<file path="src/rtl/uart_pkg.sv">
`default_nettype none
// ============================================================================
// Module      : uart_pkg
// Description : Shared UART definitions (transmitter and receiver): state
//               encoding and oversampling/frame constants.
// Revision    : 1.0 - initial release
// ============================================================================
package uart_pkg;

   localparam int UART_OS_TICKS    = 16;
   localparam int UART_DBIT_DEF    = 8;
   localparam int UART_SB_TICK_DEF = 16;

   typedef enum logic [2:0] {
      TX_IDLE   = 3'd0,
      TX_START  = 3'd1,
      TX_DATA   = 3'd2,
      TX_PARITY = 3'd3,
      TX_STOP   = 3'd4
   } uart_tx_state_t;

endpackage
`default_nettype wire

</file>
<file path="src/rtl/uart_tx.sv">
`default_nettype none
// ============================================================================
// Module      : uart_tx
// Description : UART transmit engine; start bit, DBIT data bits LSB-first,
//               optional even parity (UART_TX_PARITY_EN), SB_TICK-tick stop.
// Revision    : 1.0 - initial release
// ============================================================================
module uart_tx
   import uart_pkg::*;
#(
   parameter int DBIT    = UART_DBIT_DEF,
   parameter int SB_TICK = UART_SB_TICK_DEF
) (
   input  logic       clk,
   input  logic       reset,
   input  logic       s_tick,
   input  logic       tx_start,
   input  logic [7:0] din,
   output logic       tx_busy,
   output logic       tx_done_tick,
   output logic       tx
);

   localparam logic [4:0] c_BIT_LAST  = 5'(UART_OS_TICKS - 1);
   localparam logic [4:0] c_STOP_LAST = 5'(SB_TICK - 1);
   localparam logic [2:0] c_DATA_LAST = 3'(DBIT - 1);

   uart_tx_state_t r_state, w_state_nx;
   logic [4:0]     r_s, w_s_nx;
   logic [2:0]     r_n, w_n_nx;
   logic [7:0]     r_b, w_b_nx;
   logic           r_tx, w_tx_nx;
`ifdef UART_TX_PARITY_EN
   logic           r_p, w_p_nx;
`endif

   always_ff @(posedge clk or posedge reset) begin
      if (reset) begin
         r_state <= TX_IDLE;
         r_s     <= '0;
         r_n     <= '0;
         r_b     <= '0;
         r_tx    <= 1'b1;
`ifdef UART_TX_PARITY_EN
         r_p     <= 1'b0;
`endif
      end else begin
         r_state <= w_state_nx;
         r_s     <= w_s_nx;
         r_n     <= w_n_nx;
         r_b     <= w_b_nx;
         r_tx    <= w_tx_nx;
`ifdef UART_TX_PARITY_EN
         r_p     <= w_p_nx;
`endif
      end
   end

   always_comb begin
      w_state_nx   = r_state;
      w_s_nx       = r_s;
      w_n_nx       = r_n;
      w_b_nx       = r_b;
      w_tx_nx      = r_tx;
`ifdef UART_TX_PARITY_EN
      w_p_nx       = r_p;
`endif
      tx_done_tick = 1'b0;

      case (r_state)
         TX_IDLE: begin
            w_tx_nx = 1'b1;
            // Any s_tick in the accept cycle is deliberately not counted.
            if (tx_start) begin
               w_b_nx     = din;
               w_s_nx     = '0;
               w_state_nx = TX_START;
               w_tx_nx    = 1'b0;
`ifdef UART_TX_PARITY_EN
               w_p_nx     = ^din[DBIT-1:0];
`endif
            end
         end

         TX_START: begin
            if (s_tick) begin
               if (r_s == c_BIT_LAST) begin
                  w_s_nx     = '0;
                  w_n_nx     = '0;
                  w_state_nx = TX_DATA;
                  w_tx_nx    = r_b[0];
               end else begin
                  w_s_nx = r_s + 5'd1;
               end
            end
         end

         TX_DATA: begin
            if (s_tick) begin
               if (r_s == c_BIT_LAST) begin
                  w_s_nx = '0;
                  w_b_nx = r_b >> 1;
                  if (r_n == c_DATA_LAST) begin
`ifdef UART_TX_PARITY_EN
                     w_state_nx = TX_PARITY;
                     w_tx_nx    = r_p;
`else
                     w_state_nx = TX_STOP;
                     w_tx_nx    = 1'b1;
`endif
                  end else begin
                     w_n_nx  = r_n + 3'd1;
                     w_tx_nx = r_b[1];
                  end
               end else begin
                  w_s_nx = r_s + 5'd1;
               end
            end
         end

`ifdef UART_TX_PARITY_EN
         TX_PARITY: begin
            if (s_tick) begin
               if (r_s == c_BIT_LAST) begin
                  w_s_nx     = '0;
                  w_state_nx = TX_STOP;
                  w_tx_nx    = 1'b1;
               end else begin
                  w_s_nx = r_s + 5'd1;
               end
            end
         end
`endif

         TX_STOP: begin
            w_tx_nx = 1'b1;
            if (s_tick) begin
               if (r_s == c_STOP_LAST) begin
                  w_state_nx   = TX_IDLE;
                  tx_done_tick = 1'b1;
               end else begin
                  w_s_nx = r_s + 5'd1;
               end
            end
         end

         default: begin
            w_state_nx = TX_IDLE;
         end
      endcase
   end

   assign tx_busy = (r_state != TX_IDLE);
   assign tx      = r_tx;

endmodule
`default_nettype wire
</file>
<file path="config.mk">
export PLATFORM = sky130hd
export DESIGN_NAME = uart_tx
export DESIGN_NICKNAME = d
export VERILOG_FILES = /design/src/rtl/uart_pkg.sv /design/src/rtl/uart_tx.sv
export SDC_FILE = /design/constraint.sdc
export NUM_CORES = 1
export LEC_CHECK = 0
export CAP_MARGIN = 40
export CORE_ASPECT_RATIO = 1.4
export CORE_MARGIN = 3
export CORE_UTILIZATION = 30
export DETAILED_ROUTE_END_ITERATION = 12
export SETUP_SLACK_MARGIN = 0.4
export SYNTH_ARGS = -nofsm -noshare
export SYNTH_HDL_FRONTEND = slang
export SYNTH_SLANG_ARGS = --single-unit
</file>
<file path="constraint.sdc">
create_clock -name clk -period 5.28 [get_ports clk]
set_input_delay 1.056 -clock clk [delete_from_list [all_inputs] [get_ports clk]]
set_output_delay 1.056 -clock clk [all_outputs]
set_load 0.01 [all_outputs]
</file>
==> results.py, run 1 <==
metrics = {
    "clocking": {
        "cts.reportedPaths.clkPinSlew_ps": 70,
        "clock_latency_late_sink_ps": 260,
        "cts.repair_timing.setup_buffer_count": 0,
        "cts_repair_resize_count": 0,
        "cts_max_path_buffers": 2,
        "clk_root_buffer_cell": "clkbuf_8",
        "hold_buffer_count_at_cts": 0,
        "cts_num_sinks": 20,
        "htree_levels": 1,
        "tritoncts": "yes",
        "cts_buffers": 3,
    },
    "sta": {
        "clock-skew-final_ps": 3.740,
        "fin_crit_ps": 3393,
        "setup-tns-final_ps": 0,
        "hold_ws_ps": 516.6,
        "setup_viol": 0,
        "worst-slew-pin-transition_ps": 895.9,
        "slew-limit-headroom": 0.4014,
        "rsz0062_at_grt": "false",
        "timing.final.max_slew_violations": 0,
        "max_freq_mhz": 294.7,
        "min_period_over_period": 0.6427,
        "timing.final.hold_violations": 0,
    },
    "critical_path": {
        "worst-endpoint-required_ps": 4220,
        "critical_path_cell_with_the_highest_stage_delay": "clkdlybuf4s50_1",
        "critical_path.max_stage_delay_ps": 570,
        "cp.arrival_ps": 2340,
        "critical_path.max_fanout": 7,
        "critPathLaunchType": "primary input",
        "timing.setup.critical_path_class": "in -> out",
        "crit_path_frequent_cell": "clkdlybuf4s50_1",
        "timing.critical_path.to_type": "output port",
        "timing.critical_path.cells": "clkdlybuf4s50_1 -> and3_1 -> clkdlybuf4s50_1",
    },
    "final_layout": {
        "post_layout_nonfiller_instances": 181,
        "finish.net_count": 158,
        "n_fill_cell": 369,
        "layout-drive-gt1-share": 0.09353,
        "fin_util": 0.3799,
        "antenna_cells_inserted": 0,
        "layout-area-overhead-vs-synth_pct": 18.21,
    },
    "global_routing": {
        "grt_pass1_wl_mm": 3.933,
        "grt_antenna_before_repair": 0,
        "maximum_number_of_pins_on_one_net_before_global_route_repair": 21,
        "gr-total-overflow": 0,
        "via_count_of_the_first_global_routing_pass": 896,
        "grt.total_usage": 0.1043,
    },
    "floorplanning": {
        "effective_utilization_at_floorplan": 0.3214,
        "fp-row-count": 26,
        "total_die_area_sq_um": 4814,
        "design.portCount": 15,
        "y_dimension_of_the_die_microns": 80.91,
        "coreArea_sq_um": 3741,
        "die-width_microns": 59.51,
    },
    "yosys": {
        "synthFlopType": "dfrtp_1",
        "yosysWarningCount": 0,
        "ys_seq_area_frac": 0.4173,
        "synthArstFlopShare": 1.000,
        "post_synth_num_cell_types": 38,
        "yosys_reg_bits": 20,
        "netlist_instances": 126,
        "synth_area_per_cell_sq_um": 9.543,
        "synth.net_count": 144,
        "synthesis.area_sq_um": 1202,
        "synth-edff-count": 0,
    },
    "routing": {
        "dr_vias": 947,
        "detail_route.vias_per_cell": 5.232,
        "detail-route-antenna-nets": 0,
        "post_drt_wl_per_cell_microns": 12.90,
        "wirelength_mm": 2.334,
        "drt_iter0_markers": 13,
        "drt-pass1-iter-count": 4,
        "drcViolationCount": 0,
    },
    "power_and_ir_drop": {
        "p_seq_frac": 0.434,
        "ir_drop_mv": 0.1831,
        "share_comb_of_total_power": 0.370,
        "power_switching_mw": 0.2059,
        "power.share.clock": 0.197,
        "internal-power_mw": 0.3880,
        "p_leak_nw": 0.6710,
        "power_per_cell_area_nw_per_um2": 417.8,
        "swShare": 0.3467,
    },
    "run_status": {
        "status": "completed",
    },
    "placed_design": {
        "finalWeightedCongestion": 0.8050,
        "place_inst": 177,
        "dp_hpwl_mm": 1.806,
        "port-buffer-count": 14,
    },
    "flow_run": {
        "maxCapViolCount": 0,
    },
    "worst_hold_path": {
        "hold_path_class": "reg -> reg",
    },
}
-- power by group through the flow --
stage               logic (mW)  registers [mW]  clock network (mW)
floorplan                0.175           0.242                   0
global placement         0.212           0.257                   0
detailed placement       0.223           0.261                   0
CTS                      0.224           0.258               0.120
global route             0.251           0.266               0.125
finish                   0.219           0.258               0.117
-- state kept, by name, summed over array words and instances, names as in the netlist --
signal,flops
r_s,5
tx,1
r_state,3
r_n,3
r_b,8
-- final cells by class --
type	count	area [sq um]	share of cell area
clock buffers	4	55.05	0.03873
inverters	9	33.78	0.02377
repair buffers	14	140.1	0.09859
flip-flops and latches	20	501.7	0.3530
well taps	42	52.55	0.03697
multi-input cells	92	638.1	0.4489
-- metrics by stage --
step	total power, mW	setup WS [ps]	instance area [sq um]
6_report	0.5939	1887	1421
5_1_grt	0.6419	1863	1421
4_1_cts	0.6026	1884	1421
3_5_place_dp	0.4840	1885	1366
3_3_place_gp	0.4686	1909	1366
2_1_floorplan	0.4169	2988	1202
-- cells by family (layout without fill, tap and decap cells) --
family,Yosys count,in the layout,share of synthesized area
AND/OR/NAND/NOR,40,40,0.1707
adder cells (fa/ha/maj),6,6,0.06243
flip-flops,20,20,0.4173
multiplexers,14,14,0.1249
buffers and inverters,14,27,0.05203
AO/OA/AOI/OAI,31,31,0.1655
XOR/XNOR,1,1,0.007285
-- layout by cell type, fill, tap and decap left out, types with 2 or more instances in the layout --
master	n
and3_1	4
o21ai_0	5
o22ai_1	2
a21oi_1	11
nand2b_1	3
dfrtp_1	19
clkdlybuf4s50_1	14
nand2_1	4
clkbuf_8	4
inv_1	9
mux2_2	4
o211ai_1	3
ha_1	6
nor2_1	18
mux2i_1	9
nand3_1	3
-- synth_stat cells, types with 2 or more instances --
library cell  instances  area, sq um
clkbuf_1              2        7.510
o21ai_0               5        25.02
buf_2                 2        10.01
o22ai_1               2        12.51
o211ai_1              3        22.52
nand2_1               4        15.01
ha_1                  6        75.07
dfrtp_1              19        475.5
nand2b_1              3        18.77
inv_1                 9        33.78
mux2_2                4        45.04
mux2i_1               9        90.09
nand3_1               3        15.01
nor2_1               18        67.56
a21oi_1              11        55.05
and3_1                4        25.02
-- worst max-delay path, delay by kind of cell --
family | cells | cell delay, ps
and+or+nand+nor | 1 | 180
buffers and inverters | 2 | 1100
-- metal layers --
| metal | vias to the layer above | share of wire | global-route usage |
|---|---|---|---|
| li1 | 473 | - | - |
| met1 | 450 | 0.46 | 0.1324 |
| met2 | 19 | 0.49 | 0.1707 |
| met3 | 5 | 0.041 | 0.02226 |
| met4 | 0 | 0.016 | 0.03991 |
| met5 | - | 0 | 0 |
-- path summary, 6_finish.rpt --
check,cells past startpoint,slack (ps),startpoint,to
worst max-delay path,3,1890,s_tick,tx_done_tick
worst min-delay path,1,520,r_n[1]$_DFFE_PP0P_,r_n[1]$_DFFE_PP0P_
worst max register to register,6,3050,r_s[0]$_DFFE_PP0P_,r_b[1]$_DFFE_PP0P_
worst min register to register,1,520,r_n[1]$_DFFE_PP0P_,r_n[1]$_DFFE_PP0P_
max in group asynchronous,2,3580,reset,r_s[2]$_DFFE_PP0P_
min in group asynchronous,2,1230,reset,r_n[2]$_DFFE_PP0P_
No activity file was read; power rests on OpenSTA's default activity.
==> run 2: changes to the inputs <==
- clock period: 5.28 -> 3.5 ns (I/O delays scaled with it)
==> run 2 against run 1 <==
Against the previous run:
- setup slack got worse by 1200 ps
- sequential share of layout area increased by 0.25 points
- worst hold slack improved by 8.2 ps
- cell count unchanged
- non-clock buffer count unchanged
- critical endpoint unchanged
- largest cell class unchanged
- highest routed layer unchanged
==> results.py, run 2 (same netlist as run 1, synthesis figures left out) <==
metrics = {
    "placed_design": {
        "placedInstanceArea_sq_um": 1366,
        "port-buffer-count": 14,
        "place_inst": 177,
        "dp_hpwl_mm": 1.786,
        "finalWeightedCongestion": 0.7977,
        "dp_slack_ps": 811.9,
    },
    "sta": {
        "max_freq_mhz": 355.2,
        "hold_ws_ps": 524.8,
        "clock-skew-final_ps": 3.395,
        "timing.final.max_slew_violations": 0,
        "rsz0062_at_grt": "false",
        "slew-limit-headroom": 0.4116,
        "setup-tns-final_ps": 0,
        "setup_viol": 0,
        "fin_crit_ps": 2816,
        "post-route-worst-setup-slack_ps": 684.4,
        "min_period_over_period": 0.8044,
        "worst-slew-pin-transition_ps": 880.7,
        "timing.final.hold_violations": 0,
    },
    "clocking": {
        "clk_root_buffer_cell": "clkbuf_8",
        "hold_buffer_count_at_cts": 0,
        "tritoncts": "yes",
        "cts_num_sinks": 20,
        "htree_levels": 1,
        "cts_max_path_buffers": 2,
        "cts.reportedPaths.clkPinSlew_ps": 70,
        "cts_buffers": 3,
        "clock_latency_late_sink_ps": 260,
        "cts_repair_resize_count": 0,
        "cts.repair_timing.setup_buffer_count": 0,
    },
    "final_layout": {
        "layout.cells.most_common": "dfrtp_1",
        "layout-drive-gt1-share": 0.08633,
        "registers.top_by_ff_count": "r_b",
        "finish.net_count": 158,
        "layout_top_registers": "r_b (8), r_s (5)",
        "number_of_flip_flops_under_the_largest_register_name": 8,
        "post_layout_nonfiller_instances": 181,
        "layout.cells.most_common_list": "dfrtp_1 (19), nor2_1 (18), clkdlybuf4s50_1 (14)",
        "final_design_area_no_fill_sq_um": 1411,
        "antenna_cells_inserted": 0,
        "ff_latch_area_sq_um": 501.7,
        "layout-area-overhead-vs-synth_pct": 17.38,
        "total_area_of_multi_input_combinational_cells_sq_um": 638.1,
        "n_fill_cell": 367,
    },
    "critical_path": {
        "critPathLaunchType": "flip-flop",
        "worst-endpoint-required_ps": 2800,
        "timing.critical_path.cells": "nor3b_1 -> and3_1 -> clkdlybuf4s50_1",
        "critical_path_cell_with_the_highest_stage_delay": "dfrtp_1",
        "cp.arrival_ps": 2120,
        "timing.critical_path.to_type": "output port",
        "timing.setup.critical_path_class": "reg -> out",
        "critical_path.max_fanout": 20,
        "critical_path.max_stage_delay_ps": 590,
    },
    "floorplanning": {
        "fp-row-count": 26,
        "design.portCount": 15,
        "effective_utilization_at_floorplan": 0.3214,
        "coreArea_sq_um": 3741,
        "y_dimension_of_the_die_microns": 80.91,
        "die-width_microns": 59.51,
        "total_die_area_sq_um": 4814,
    },
    "worst_hold_path": {
        "hold_path_class": "reg -> reg",
    },
    "routing": {
        "wirelength_mm": 2.355,
        "dr_vias": 951,
        "detail_route.vias_per_cell": 5.254,
        "drt-pass1-iter-count": 4,
        "drt_iter0_markers": 21,
        "detail-route-antenna-nets": 0,
        "post_drt_wl_per_cell_microns": 13.01,
        "drcViolationCount": 0,
    },
    "power_and_ir_drop": {
        "ir_drop_mv": 0.3194,
        "power_per_cell_area_nw_per_um2": 615.9,
        "p_leak_nw": 0.6650,
    },
    "global_routing": {
        "maximum_number_of_pins_on_one_net_before_global_route_repair": 21,
        "grt.total_usage": 0.1092,
        "grt_pass1_wl_mm": 4.112,
        "via_count_of_the_first_global_routing_pass": 953,
        "gr-total-overflow": 0,
        "grt_antenna_before_repair": 0,
    },
    "run_status": {
        "status": "completed",
    },
    "flow_run": {
        "maxCapViolCount": 0,
    },
}
==> run 2: cell counts in the layout (fill, tap and decap cells not counted) <==
No cell type changed its count.
==> run 2: stage by stage <==
stage	power (mW)	utilization
5_1_grt	0.9516	0.3773
3_3_place_gp	0.7048	0.3652
6_report	0.8693	0.3773
4_1_cts	0.8837	0.3773
2_1_floorplan	0.6289	-
3_5_place_dp	0.7262	0.3652
==> run 2: path summary, 6_finish.rpt <==
| kind | startpoint | end | slack [ps] | cells after the start |
|---|---|---|---|---|
| max in group asynchronous | reset | r_s[4]$_DFFE_PP0P_ | 2140 | 2 |
| min in group asynchronous | reset | r_b[3]$_DFFE_PP0P_ | 880 | 2 |
| hold / removal | r_s[0]$_DFFE_PP0P_ | r_s[0]$_DFFE_PP0P_ | 520 | 1 |
| setup reg to reg | r_s[0]$_DFFE_PP0P_ | r_b[1]$_DFFE_PP0P_ | 1300 | 6 |
| hold reg to reg | r_s[0]$_DFFE_PP0P_ | r_s[0]$_DFFE_PP0P_ | 520 | 1 |
| setup / recovery | r_state[1]$_DFFE_PP0P_ | tx_done_tick | 680 | 3 |
==> run 2: metal layers <==
layer  global-route usage  up-vias  routed length [microns]
li1                     -      472                        -
met1               0.1288      457                     1045
met2               0.1893       18                     1174
met3              0.02385        4                      103
met4              0.04213        0                       31
met5                    0        -                        0
==> run 2: layout make-up <==
class / instances / area share
Inverter: 9 / 0.02394
Tap cell: 42 / 0.03723
Multi-Input combinational cell: 92 / 0.4521
Timing Repair Buffer: 14 / 0.09929
Clock buffer: 4 / 0.03191
Sequential cell: 20 / 0.3555
==> run 2: critical path, delay by kind of cell (launching register included) <==
| family | cells | cell delay [ps] |
|---|---|---|
| DFF | 1 | 590 |
| buffers and inverters | 1 | 530 |
| and+or+nand+nor | 2 | 740 |
==> run 2: power breakdown <==
part           internal, mW  switching (mW)
logic                 0.167           0.160
registers             0.318          0.0686
clock network        0.0810          0.0742
==> run 3: changes to the inputs <==
- clock period: 3.5 -> 2.6 ns (I/O delays scaled with it)
==> run 3 against run 2 <==
Against the previous run:
- count of clock-buffer cells in the layout unchanged
- wire length increased by 5.5%
- die area unchanged
- setup slack got worse by 200 ps
- utilization increased by 2.1 points
- register-to-register slack got worse by 590 ps
- cell area increased by 5.7%
- worst hold slack got worse by 5.7 ps
- critical path type unchanged
- largest cell class unchanged
==> results.py, run 3 (same netlist as run 1, synthesis figures left out) <==
metrics = {
    "critical_path": {
        "timing.critical_path.to_type": "output port",
        "critPathLaunchType": "flip-flop",
        "cp.buffers_inverters": 1,
        "regToRegSetupSlack_ps": 710,
        "timing.critical_path.cells": "ha_2 -> and3_4 -> ha_1 -> and3_1 -> clkdlybuf4s15_1",
        "r2r_end": "r_n[2]$_DFFE_PP0P_",
        "worst_path_dominant_cell_family": "flip-flops",
        "critical_path_cell_with_the_highest_stage_delay": "dfrtp_1",
        "timing.setup.critical_path_class": "reg -> out",
        "regToRegStartpoint": "r_s[1]$_DFFE_PP0P_",
        "cell_depth_of_the_worst_flop_to_flop_path": 7,
        "critical_path.max_stage_delay_ps": 400,
        "critical_path.max_fanout": 3,
        "cp.arrival_ps": 1590,
        "worst-endpoint-required_ps": 2080,
    },
    "global_routing": {
        "via_count_of_the_first_global_routing_pass": 989,
        "gr-total-overflow": 0,
        "grt_antenna_before_repair": 0,
        "grt_pass1_wl_mm": 4.271,
        "maximum_number_of_pins_on_one_net_before_global_route_repair": 21,
        "grt.total_usage": 0.1143,
    },
    "final_layout": {
        "fin_util": 0.3987,
        "ff_latch_area_sq_um": 501.7,
        "number_of_flip_flops_under_the_largest_register_name": 8,
        "layout.cells.most_common": "dfrtp_1",
        "total_area_of_multi_input_combinational_cells_sq_um": 645.6,
        "layout-drive-gt1-share": 0.1565,
        "n_fill_cell": 380,
        "registers.top_by_ff_count": "r_b",
        "layout-area-overhead-vs-synth_pct": 24.04,
        "layout.cells.most_common_list": "dfrtp_1 (19), nor2_1 (18), clkdlybuf4s50_1 (12)",
        "antenna_cells_inserted": 0,
        "layout_top_registers": "r_b (8), r_s (5)",
        "finish.net_count": 166,
    },
    "floorplanning": {
        "coreArea_sq_um": 3741,
        "total_die_area_sq_um": 4814,
        "die-width_microns": 59.51,
        "fp-row-count": 26,
        "design.portCount": 15,
        "effective_utilization_at_floorplan": 0.3214,
        "y_dimension_of_the_die_microns": 80.91,
    },
    "worst_hold_path": {
        "hold_path_class": "reg -> reg",
        "hold_start": "r_n[2]$_DFFE_PP0P_",
        "worstHoldPathCells": 1,
        "hold_endpoint": "r_n[2]$_DFFE_PP0P_",
    },
    "placed_design": {
        "finalWeightedCongestion": 0.8095,
        "dp_slack_ps": 269.2,
        "dp_hpwl_mm": 1.792,
        "port-buffer-count": 14,
    },
    "sta": {
        "setup-tns-final_ps": 0,
        "timing.final.hold_violations": 0,
        "worst-slew-pin-transition_ps": 774.1,
        "post-route-worst-setup-slack_ps": 487.8,
        "min_period_over_period": 0.8124,
        "setup_viol": 0,
        "slew-limit-headroom": 0.4833,
        "clock-skew-final_ps": 2.330,
        "timing.final.max_slew_violations": 0,
        "fin_crit_ps": 2112,
        "rsz0062_at_grt": "false",
        "max_freq_mhz": 473.4,
    },
    "routing": {
        "detail-route-antenna-nets": 0,
        "drt-pass1-iter-count": 4,
        "detail_route.vias_per_cell": 5.201,
        "drt_iter0_markers": 15,
        "drcViolationCount": 0,
        "post_drt_wl_per_cell_microns": 13.14,
        "dr_vias": 983,
        "wirelength_mm": 2.484,
    },
    "clocking": {
        "hold_buffer_count_at_cts": 0,
        "clock_latency_late_sink_ps": 260,
        "cts_buffers": 3,
        "cts_max_path_buffers": 2,
        "clk_root_buffer_cell": "clkbuf_8",
        "htree_levels": 1,
        "cts_num_sinks": 20,
        "tritoncts": "yes",
        "cts.reportedPaths.clkPinSlew_ps": 70,
    },
    "run_status": {
        "status": "completed",
    },
    "power_and_ir_drop": {
        "p_leak_nw": 0.7108,
        "ir_drop_mv": 0.3756,
        "power_per_cell_area_nw_per_um2": 842.6,
    },
    "flow_run": {
        "maxCapViolCount": 0,
    },
}
[run 3: worst max-delay path by stage]
stage	startpoint	end	slack, ps	cells past startpoint
3_5_place_dp	s_tick	tx_done_tick	270	3
6_report	r_s[1]$_DFFE_PP0P_	tx_done_tick	490	5
2_1_floorplan	r_s[0]$_DFFE_PP0P_	r_n[0]$_DFFE_PP0P_	810	7
4_1_cts	r_s[0]$_DFFE_PP0P_	tx_done_tick	410	5
5_1_grt	r_s[0]$_DFFE_PP0P_	tx_done_tick	430	5
3_3_place_gp	s_tick	tx_done_tick	300	3
[run 3: cell type report]
| type | instances | area share |
|---|---|---|
| multi-input cells | 92 | 0.4329 |
| inverters | 9 | 0.02265 |
| flip-flops and latches | 20 | 0.3364 |
| repair buffers | 22 | 0.1359 |
| well taps | 42 | 0.03523 |
| clock buffers | 4 | 0.03691 |
[run 3: layer usage]
metal,routed length [microns],GRT usage,share of wire,vias to the layer above
met5,0,0,0,-
met2,1247,0.2002,0.50,20
li1,-,-,-,486
met1,1094,0.1324,0.44,472
met3,96,0.01908,0.039,5
met4,46,0.05322,0.019,0
[run 3: repair_timing]
item / 4_1_cts / 5_1_grt
cloned: 0 / 0
gates resized for setup: 3 / 2
setup endpoints to repair: 1 / 2
buffers inserted: 1 / 2
[run 3: through the flow]
step                      cell area (sq um)  power, mW  cells  hold slack (ps)
after global placement                 1404     0.9668    182            491.1
after floorplan                        1202     0.8466    126            478.7
after global routing                   1491      1.358    189            552.1
after detailed placement               1404     0.9874    182            508.1
final                                  1491      1.257    189            519.1
after CTS                              1473      1.252    187            525.9
[run 3: power breakdown]
group / switching (mW) / internal, mW
clock network: 0.104 / 0.135
logic: 0.259 / 0.263
registers: 0.0674 / 0.428
total: 0.430 / 0.827
